--- config.mk ---
export PLATFORM = sky130hd
export DESIGN_NAME = keypad_scanner
export DESIGN_NICKNAME = d
export VERILOG_FILES = /design/src/rtl/keypad_scanner.sv
export SDC_FILE = /design/constraint.sdc
export NUM_CORES = 1
export LEC_CHECK = 0
export ABC_AREA = 0
export BUFFER_PORTS_ARGS = -buffer_cell sky130_fd_sc_hd__buf_2
export CAP_MARGIN = 30
export CORE_ASPECT_RATIO = 0.5
export CORE_MARGIN = 2
export CORE_UTILIZATION = 53
export DETAILED_ROUTE_END_ITERATION = 8
export PLACE_DENSITY = 0.77
export SYNTH_ARGS = -nofsm -noshare
export SYNTH_HDL_FRONTEND = slang
export SYNTH_SLANG_ARGS = --single-unit
export TNS_END_PERCENT = 50
--- constraint.sdc ---
create_clock -name clk -period 1.7 [get_ports clk]
set_input_delay 0.085 -clock clk [delete_from_list [all_inputs] [get_ports clk]]
set_output_delay 0.085 -clock clk [all_outputs]
set_load 0.01 [all_outputs]
--- src/rtl/keypad_scanner.sv ---
// 4x4 matrix keypad scanner: synchronizes the active-low rows, steps one low column at a time,
// debounces press and release, and emits one latched 4-bit key code per accepted press.
module keypad_scanner #(
  parameter int SCAN_DIV   = 50000,
  parameter int DEB_FRAMES = 4
) (
  input  logic       clk,
  input  logic       rst_n,
  input  logic [3:0] row_in,
  output logic [3:0] col_out,
  output logic [3:0] key_code,
  output logic       key_valid,
  output logic       key_held,
  output logic [3:0] bcd_out
);

  localparam int DW = (SCAN_DIV > 1) ? $clog2(SCAN_DIV) : 1;
  localparam int CW = $clog2(DEB_FRAMES + 1);
  localparam logic [DW-1:0] DWELL_LAST = DW'(SCAN_DIV - 1);
  localparam logic [CW-1:0] CNT_DONE   = CW'(DEB_FRAMES);

  typedef enum logic [1:0] {
    S_IDLE,
    S_DEBOUNCE,
    S_HELD
  } state_e;

  state_e        state_q, state_d;
  logic [3:0]    row_meta_q, row_s_q;
  logic [DW-1:0] dwell_q;
  logic [1:0]    col_idx_q, col_idx_d;
  logic [1:0]    cand_row_q, cand_row_d;
  logic [CW-1:0] cnt_q, cnt_d;
  logic [CW-1:0] cnt_inc;
  logic [3:0]    col_out_q, key_code_q, key_code_d, bcd_q, bcd_d;
  logic          key_valid_q, key_valid_d, key_held_q, key_held_d;
  logic          tick, hit;
  logic [1:0]    hit_row;

  function automatic logic [3:0] map_key(input logic [1:0] r, input logic [1:0] c);
    logic [3:0] code;
    case ({r, c})
      4'b00_00: code = 4'd1;
      4'b00_01: code = 4'd2;
      4'b00_10: code = 4'd3;
      4'b00_11: code = 4'd12;
      4'b01_00: code = 4'd4;
      4'b01_01: code = 4'd5;
      4'b01_10: code = 4'd6;
      4'b01_11: code = 4'd13;
      4'b10_00: code = 4'd7;
      4'b10_01: code = 4'd8;
      4'b10_10: code = 4'd9;
      4'b10_11: code = 4'd14;
      4'b11_00: code = 4'd10;
      4'b11_01: code = 4'd0;
      4'b11_10: code = 4'd11;
      default:  code = 4'd15;
    endcase
    return code;
  endfunction

  // Two-flop synchronizer: row_in is asynchronous to clk.
  // NOTE: sequential state uses non-blocking (<=) so every flop samples pre-edge values.
  always_ff @(posedge clk or negedge rst_n) begin
    if (!rst_n) begin
      row_meta_q <= 4'b1111;
      row_s_q    <= 4'b1111;
    end else begin
      row_meta_q <= row_in;
      row_s_q    <= row_meta_q;
    end
  end

  always_ff @(posedge clk or negedge rst_n) begin
    if (!rst_n) dwell_q <= '0;
    else        dwell_q <= tick ? '0 : dwell_q + DW'(1);
  end

  assign tick    = (dwell_q == DWELL_LAST);
  assign hit     = ~&row_s_q;
  assign cnt_inc = cnt_q + CW'(1);

  // Lowest-index low row wins when several rows in one column are down.
  always_comb begin
    casez (row_s_q)
      4'b???0: hit_row = 2'd0;
      4'b??01: hit_row = 2'd1;
      4'b?011: hit_row = 2'd2;
      default: hit_row = 2'd3;
    endcase
  end

  // NOTE: every signal driven here gets a default first, so no path can infer a latch.
  always_comb begin
    state_d     = state_q;
    col_idx_d   = col_idx_q;
    cand_row_d  = cand_row_q;
    cnt_d       = cnt_q;
    key_code_d  = key_code_q;
    bcd_d       = bcd_q;
    key_valid_d = 1'b0;
    key_held_d  = key_held_q;
    if (tick) begin
      unique case (state_q)
        S_IDLE: begin
          if (hit) begin
            cand_row_d = hit_row;
            cnt_d      = CW'(1);
            state_d    = S_DEBOUNCE;
          end else begin
            col_idx_d = col_idx_q + 2'd1;
          end
        end
        S_DEBOUNCE: begin
          if (hit && (hit_row == cand_row_q)) begin
            if (cnt_inc == CNT_DONE) begin
              key_code_d  = map_key(cand_row_q, col_idx_q);
              bcd_d       = map_key(cand_row_q, col_idx_q);
              key_valid_d = 1'b1;
              key_held_d  = 1'b1;
              cnt_d       = '0;
              state_d     = S_HELD;
            end else begin
              cnt_d = cnt_inc;
            end
          end else begin
            cnt_d     = '0;
            col_idx_d = col_idx_q + 2'd1;
            state_d   = S_IDLE;
          end
        end
        S_HELD: begin
          // Only the candidate row matters; other rows in this column are ignored.
          if (row_s_q[cand_row_q]) begin
            if (cnt_inc == CNT_DONE) begin
              key_held_d = 1'b0;
              cnt_d      = '0;
              col_idx_d  = col_idx_q + 2'd1;
              state_d    = S_IDLE;
            end else begin
              cnt_d = cnt_inc;
            end
          end else begin
            cnt_d = '0;
          end
        end
        default: state_d = S_IDLE;
      endcase
    end
  end

  always_ff @(posedge clk or negedge rst_n) begin
    if (!rst_n) begin
      state_q     <= S_IDLE;
      col_idx_q   <= 2'd0;
      cand_row_q  <= 2'd0;
      cnt_q       <= '0;
      col_out_q   <= 4'b1110;
      key_code_q  <= 4'd0;
      bcd_q       <= 4'b1111;
      key_valid_q <= 1'b0;
      key_held_q  <= 1'b0;
    end else begin
      state_q     <= state_d;
      col_idx_q   <= col_idx_d;
      cand_row_q  <= cand_row_d;
      cnt_q       <= cnt_d;
      col_out_q   <= ~(4'b0001 << col_idx_d);
      key_code_q  <= key_code_d;
      bcd_q       <= bcd_d;
      key_valid_q <= key_valid_d;
      key_held_q  <= key_held_d;
    end
  end

  assign col_out   = col_out_q;
  assign key_code  = key_code_q;
  assign bcd_out   = bcd_q;
  assign key_valid = key_valid_q;
  assign key_held  = key_held_q;

endmodule
==> results of run 1 <==
[registers in the layout (all words and copies together) (netlist names)]
register,count
state_q,2
dwell_q,16
key_valid,1
key_held,1
row_s_q,4
col_out,4
cnt_q,3
row_meta_q,4
col_idx_q,2
bcd_out,4
key_code,4
cand_row_q,2
[worst max-delay path by stage]
stage,slack [ps],to,cells after the start,from
2_1_floorplan,-70,col_out[3]$_DFF_PN1_,7,dwell_q[0]$_DFF_PN0_
3_3_place_gp,-140,key_code[2]$_DFFE_PN0P_,6,row_s_q[0]$_DFF_PN1_
3_5_place_dp,-170,col_out[0]$_DFF_PN0_,7,cand_row_q[0]$_DFFE_PN0P_
4_1_cts,-120,cnt_q[2]$_DFFE_PN0P_,5,cand_row_q[0]$_DFFE_PN0P_
5_1_grt,-270,bcd_out[0]$_DFFE_PN1P_,6,row_s_q[2]$_DFF_PN1_
6_report,-190,state_q[0]$_DFFE_PN0P_,6,cand_row_q[0]$_DFFE_PN0P_
[through the flow]
stage / cell area [um^2] / std cells / utilization (%) / hold slack, ps
6_report: 3258 / 354 / 74.72 / 362.0
5_1_grt: 3258 / 354 / 74.72 / 364.9
4_1_cts: 3187 / 352 / 73.08 / 362.2
3_5_place_dp: 2895 / 332 / 66.40 / 191.1
3_3_place_gp: 2895 / 332 / 66.40 / 189.5
2_1_floorplan: 2407 / 213 / - / -210.6
[power by group through the flow]
stage | Sequential, mW | Combinational [mW] | Clock (mW)
final | 1.14 | 0.0739 | 0.713
after global routing | 1.14 | 0.0816 | 0.756
after CTS | 1.14 | 0.0713 | 0.711
after detailed placement | 1.16 | 0.0534 | 0
after global placement | 1.16 | 0.0518 | 0
after floorplan | 1.16 | 0.0153 | 0
[placed cells by master, fill, tap and decap left out, types with 2 or more instances in the layout]
cell           count
a21o_1             6
a21oi_1            5
a31oi_1            4
a31oi_4            3
and2_4             4
and3_1             2
and3_4             2
buf_2             19
buf_4             52
buf_6              4
clkbuf_8           5
dfrtp_1           31
dfstp_2           15
dlygate4sd3_1      5
ha_1               8
ha_2               2
inv_1             11
nand2_1           17
nand3_1            9
nand4_1            3
nor2_1            16
nor2_4             3
nor3_1             3
nor3_2             2
nor4b_2            2
o211ai_1           2
o21a_1             2
o21ai_0            4
o21ai_1            4
xnor2_1            3
xor2_1            11
[layout make-up]
cell class | instances | area [um^2] | area share, %
multi-input cells | 150 | 1271 | 39.02
repair buffers | 80 | 580.6 | 17.82
clock inverters | 3 | 22.52 | 0.6912
clock buffers | 5 | 68.82 | 2.112
flip-flops and latches | 47 | 1196 | 36.71
well taps | 57 | 71.32 | 2.189
inverters | 12 | 47.55 | 1.459
[layer usage]
| layer | GRT usage [%] | part of all wire [%] |
|---|---|---|
| met1 | 27.18 | 42 |
| met2 | 41.27 | 52 |
| met3 | 4.925 | 3.9 |
| met4 | 8.447 | 2.3 |
| met5 | 0 | 0 |
[kinds of logic (layout without fill, tap and decap cells)]
logic type               Yosys count  in the layout  synth area share (%)
AND/OR/NAND/NOR                   79             79                 17.98
flip-flops                        47             47                 50.34
AO/OA/AOI/OAI                     43             43                 15.71
buffers and inverters             16            100                 3.215
XOR/XNOR                          15             15                 5.535
adder cells (fa/ha/maj)           11             11                 5.799
multiplexers                       2              2                 1.423
[timing repair]
action / CTS / global route
cloned: 0 / 0
hold buffers: 5 / 0
endpoints found under the setup margin: 21 / 25
pin swaps: 11 / 5
setup buffers: 7 / 2
endpoints found under the hold margin: 36 / 0
resized for setup: 27 / 14
==> flow_summary.ini, run 1 <==
[outcome]
status = complete, but fails checks
violations = negative setup slack

[worst_setup_path]
r2r_cells = 6
worstSetupStartpointType = flop
end_kind = flop
path_cells = mux4_2 -> a31oi_4 -> nor2b_2 -> buf_4 -> o211a_1 -> o21ai_1
r2r_slack_ps = -190
critPathTopFamily = multiplexers
slowest_delay_ps = 580
crit_arrival_ps = 2110
cp_slowest_cell = mux4_2
path_max_fanout = 4
cp_data_required_time_ps = 1920
path_class = reg2reg
r2r_start = cand_row_q[0]$_DFFE_PN0P_
r2r_end = state_q[0]$_DFFE_PN0P_
path_buf_inv = 1

[timing]
min_period_over_period_pct = 111.2
report.final.hold_viol_count = 0
fmax_mhz = 529.0
setup_tns_ps = -2775
max_slew.worst_pin.slew_ps = 569.3
clock_skew_ps = 8.080
slew_violations = 0
setup_viol_count_final = 22
max-slew-margin-rel_pct = 62.04
fin_ws_ps = -190.2
fin_crit_ps = 1890
rsz0062_at_grt = true

[flow_run]
cap_viol_max_count = 0

[worst_hold_path]
holdPathEnd = row_s_q[0]$_DFF_PN1_
min_from = row_meta_q[0]$_DFF_PN1_
hold_path.class = reg2reg
holdPathStages = 0

[yosys]
ys_ff_latch = 47
netlist_top_cells_count = 32 x dfrtp_1, 20 x nor2_1, 18 x nand2_1
synthCells = 213
synth.most_common_cell = dfrtp_1
syn_nets = 230
yosysWarningCount = 0
syn-cell-area_um2 = 2374
syn_avg_cell_area_um2 = 11.14
ys_seq_area_share_pct = 50.34
synth_top_area_cell = dfrtp_1
synth_async_sr_flop_share_pct = 100.0
synth_edf_count = 0
synth_cell_types = 49
synthFlopType = dfrtp_1
synth_top_area_share_pct = 33.74
synthTopCellsByArea = dfrtp_1 34%, dfstp_2 17%, ha_1 5.8%, xor2_1 4.4%, nor2_1 3.2%

[pwr]
pwr_density_cell_nw_per_um2 = 592.1
p_int_mw = 1.462
peakVddDrop_v = 0.0003765
switching_power_mw = 0.4669
power_mw = 1.929
pwr-share-clk_pct = 37.0
power.share.sequential_pct = 59.2
p_sw_share_pct = 24.20
p_leak_nw = 1.555
comb_power_share_pct = 3.8

[grt]
gr-usage-all-layers_pct = 22.75
grt_pass1_vias = 1996
antenna_found_initial = 0
grt_pass1_wl_um = 8997
grt_max_degree = 48
grt-ovfl-total = 0

[clocking]
cts_root_buffer = clkbuf_8
tritoncts = done
clkLatencyLatePin_ps = 310
clk_path_buf_depth = 2
htreeDepth = 2
cts_buffers = 5
path_clk_slew_ps = 100
cts.sinks = 47

[route]
ant_nets = 0
drt_pass1_iterations = 4
routed_wl_um = 5542
drt-wirelength-per-cell_um = 15.66
drc = 0
num_vias = 1970
drt_iter0_markers = 80
via_per_inst = 5.565

[floorplanning]
die_w_um = 98.64
core.rowCount = 17
die_h_um = 51.32
initial_core_util_pct = 54.43
fp.coreArea_um2 = 4360
ios = 20
die-area_um2 = 5062

[final_layout]
synthToLayoutAreaGrowth_pct = 37.27
diodes = 0
nets = 313
drive_above_1_share_pct = 47.47
nFillCells = 251

[place]
place_congestion = 0.8710
port_buffers = 19
preCtsSetupSlack_ps = -173.4
place_hpwl_um = 3348
(Power assumes the default switching activity.)
==> run 2: changes to the inputs <==
--- a/config.mk
+++ b/config.mk
@@ -13,6 +13,7 @@
 export CORE_UTILIZATION = 53
 export DETAILED_ROUTE_END_ITERATION = 8
 export PLACE_DENSITY = 0.77
+export SLEW_MARGIN = 20
 export SYNTH_ARGS = -nofsm -noshare
 export SYNTH_HDL_FRONTEND = slang
 export SYNTH_SLANG_ARGS = --single-unit
==> constraint.sdc (replaced) <==
create_clock -name clk -period 1.7 [get_ports clk]
set_input_delay 0.34 -clock clk [delete_from_list [all_inputs] [get_ports clk]]
set_output_delay 0.34 -clock clk [all_outputs]
set_load 0.01 [all_outputs]
==> flow_summary.ini, run 2 (synthesized netlist as in run 1, its figures left out) <==
[route]
via_per_inst = 5.573
routed_wl_um = 5511
drt-wirelength-per-cell_um = 15.88
ant_nets = 0
drt_pass1_iterations = 4
num_vias = 1934
drt_iter0_markers = 63
drc = 0

[floorplanning]
initial_core_util_pct = 54.43
die_w_um = 98.64
core.rowCount = 17
ios = 20
die-area_um2 = 5062
fp.coreArea_um2 = 4360
die_h_um = 51.32

[grt]
antenna_found_initial = 0
gr-usage-met3_pct = 5.882
busiest_layer = met2
gr-usage-all-layers_pct = 22.81
grt_max_degree = 48
grt_pass1_wl_um = 8852
grt-ovfl-total = 0
use_met2_pct = 40.93
gr-usage-met1_pct = 26.31
grt_pass1_vias = 1938

[clocking]
cts.sinks = 47
htreeDepth = 2
clkLatencyLatePin_ps = 320
hold_buffers = 0
clk_path_buf_depth = 2
tritoncts = done
cts_buffers = 5
cts_root_buffer = clkbuf_8
path_clk_slew_ps = 100

[worst_setup_path]
path_buf_inv = 0
slowest_delay_ps = 600
path_max_fanout = 5
crit_arrival_ps = 2160
end_kind = flop
cp_data_required_time_ps = 1940
path_cells = and2_4 -> nand3_1 -> and2_4 -> o41ai_4 -> o21ba_1 -> a31oi_2
cpMostUsedCell = and2_4
critPathTopFamily = compound AO/OA/AOI/OAI gates
cp_slowest_cell = dfstp_2
worstSetupStartpointType = flop
path_class = reg2reg
r2r_slack_ps = -220

[final_layout]
drive_above_1_share_pct = 46.55
regMostFlops = dwell_q
multi_input_area_um2 = 1246
fin_util_pct = 73.11
diodes = 0
nets = 306
largest_reg_flops = 16
final_cell_mix = 48 x buf_4, 32 x dfrtp_1, 19 x buf_2, 17 x nor2_1, 16 x nand2_1
final_cells = 347
final-seq-area_um2 = 1195
final_common_cell = buf_4
nFillCells = 275
final_cell_area_um2 = 3188
synthToLayoutAreaGrowth_pct = 34.32

[place]
place_hpwl_um = 3590
dpl_cell_area_um2 = 2908
port_buffers = 19
place_congestion = 0.8947
dp_cells = 332
preCtsSetupSlack_ps = -251.1

[timing]
report.final.hold_viol_count = 8
max_slew.worst_pin.slew_ps = 437.1
holdWs_ps = -10.26
setup_viol_count_final = 22
clock_skew_ps = 9.739
rsz0062_at_grt = true
fin_crit_ps = 1916
slew_violations = 0
max-slew-margin-rel_pct = 70.63
fmax_mhz = 521.9
min_period_over_period_pct = 112.7
fin_ws_ps = -216.2

[flow_run]
cap_viol_max_count = 0

[pwr]
power_mw = 1.947
pwr_density_cell_nw_per_um2 = 610.8
p_leak_nw = 1.543
peakVddDrop_v = 0.0004116

[outcome]
status = complete, but fails checks
violations = negative hold slack, negative setup slack

[worst_hold_path]
hold_path.class = in2async
==> run 2: where the power goes <==
group | switching (mW) | internal (mW)
registers | 0.00712 | 1.14
clock network | 0.437 | 0.305
logic | 0.0390 | 0.0233
==> run 2: final cells by class <==
cell class	count	share of cell area, %
multi-input combinational	150	39.09
clock inverter	3	0.8634
sequential	47	37.48
timing repair buffer	73	16.68
clock buffer	5	2.159
tap	57	2.237
inverter	12	1.491
==> run 2: repair_timing <==
| item | CTS | global route |
|---|---|---|
| setup endpoints to repair | 22 | 24 |
| buffers inserted | 2 | 5 |
| resized for setup | 22 | 14 |
| pin swaps | 13 | 4 |
==> run 2: final timing paths <==
| check | from | to | depth (start not counted) |
|---|---|---|---|
| max reg2reg | row_s_q[0]$_DFF_PN1_ | col_out[3]$_DFF_PN1_ | 6 |
| max in group asynchronous | rst_n | bcd_out[1]$_DFFE_PN1P_ | 2 |
| max | row_s_q[0]$_DFF_PN1_ | col_out[3]$_DFF_PN1_ | 6 |
| min | rst_n | dwell_q[2]$_DFF_PN0_ | 2 |
| min reg2reg | row_meta_q[2]$_DFF_PN1_ | row_s_q[2]$_DFF_PN1_ | 0 |
| min in group clk | row_in[3] | row_meta_q[3]$_DFF_PN1_ | 1 |
==> run 2: per-stage QoR <==
step / setup TNS [ps] / hold slack, ps
2_1_floorplan: -266.1 / 44.41
3_3_place_gp: -1537 / 335.9
3_5_place_dp: -2726 / 341.5
4_1_cts: -2592 / 4.302
5_1_grt: -4620 / 4.293
6_report: -3213 / -10.26
==> run 2: per-layer routing <==
| metal | wire [um] | part of all wire [%] |
|---|---|---|
| met2 | 2752 | 50 |
| met1 | 2316 | 42 |
| met3 | 226 | 4.1 |
| met5 | 0 | 0 |
| met4 | 216 | 3.9 |
==> run 2: worst register-to-register path: stages (launching register included) <==
cell	delay, ps
dfstp_2	600
and2_4	180
nand3_1	110
and2_4	210
o41ai_4	370
o21ba_1	210
a31oi_2	170
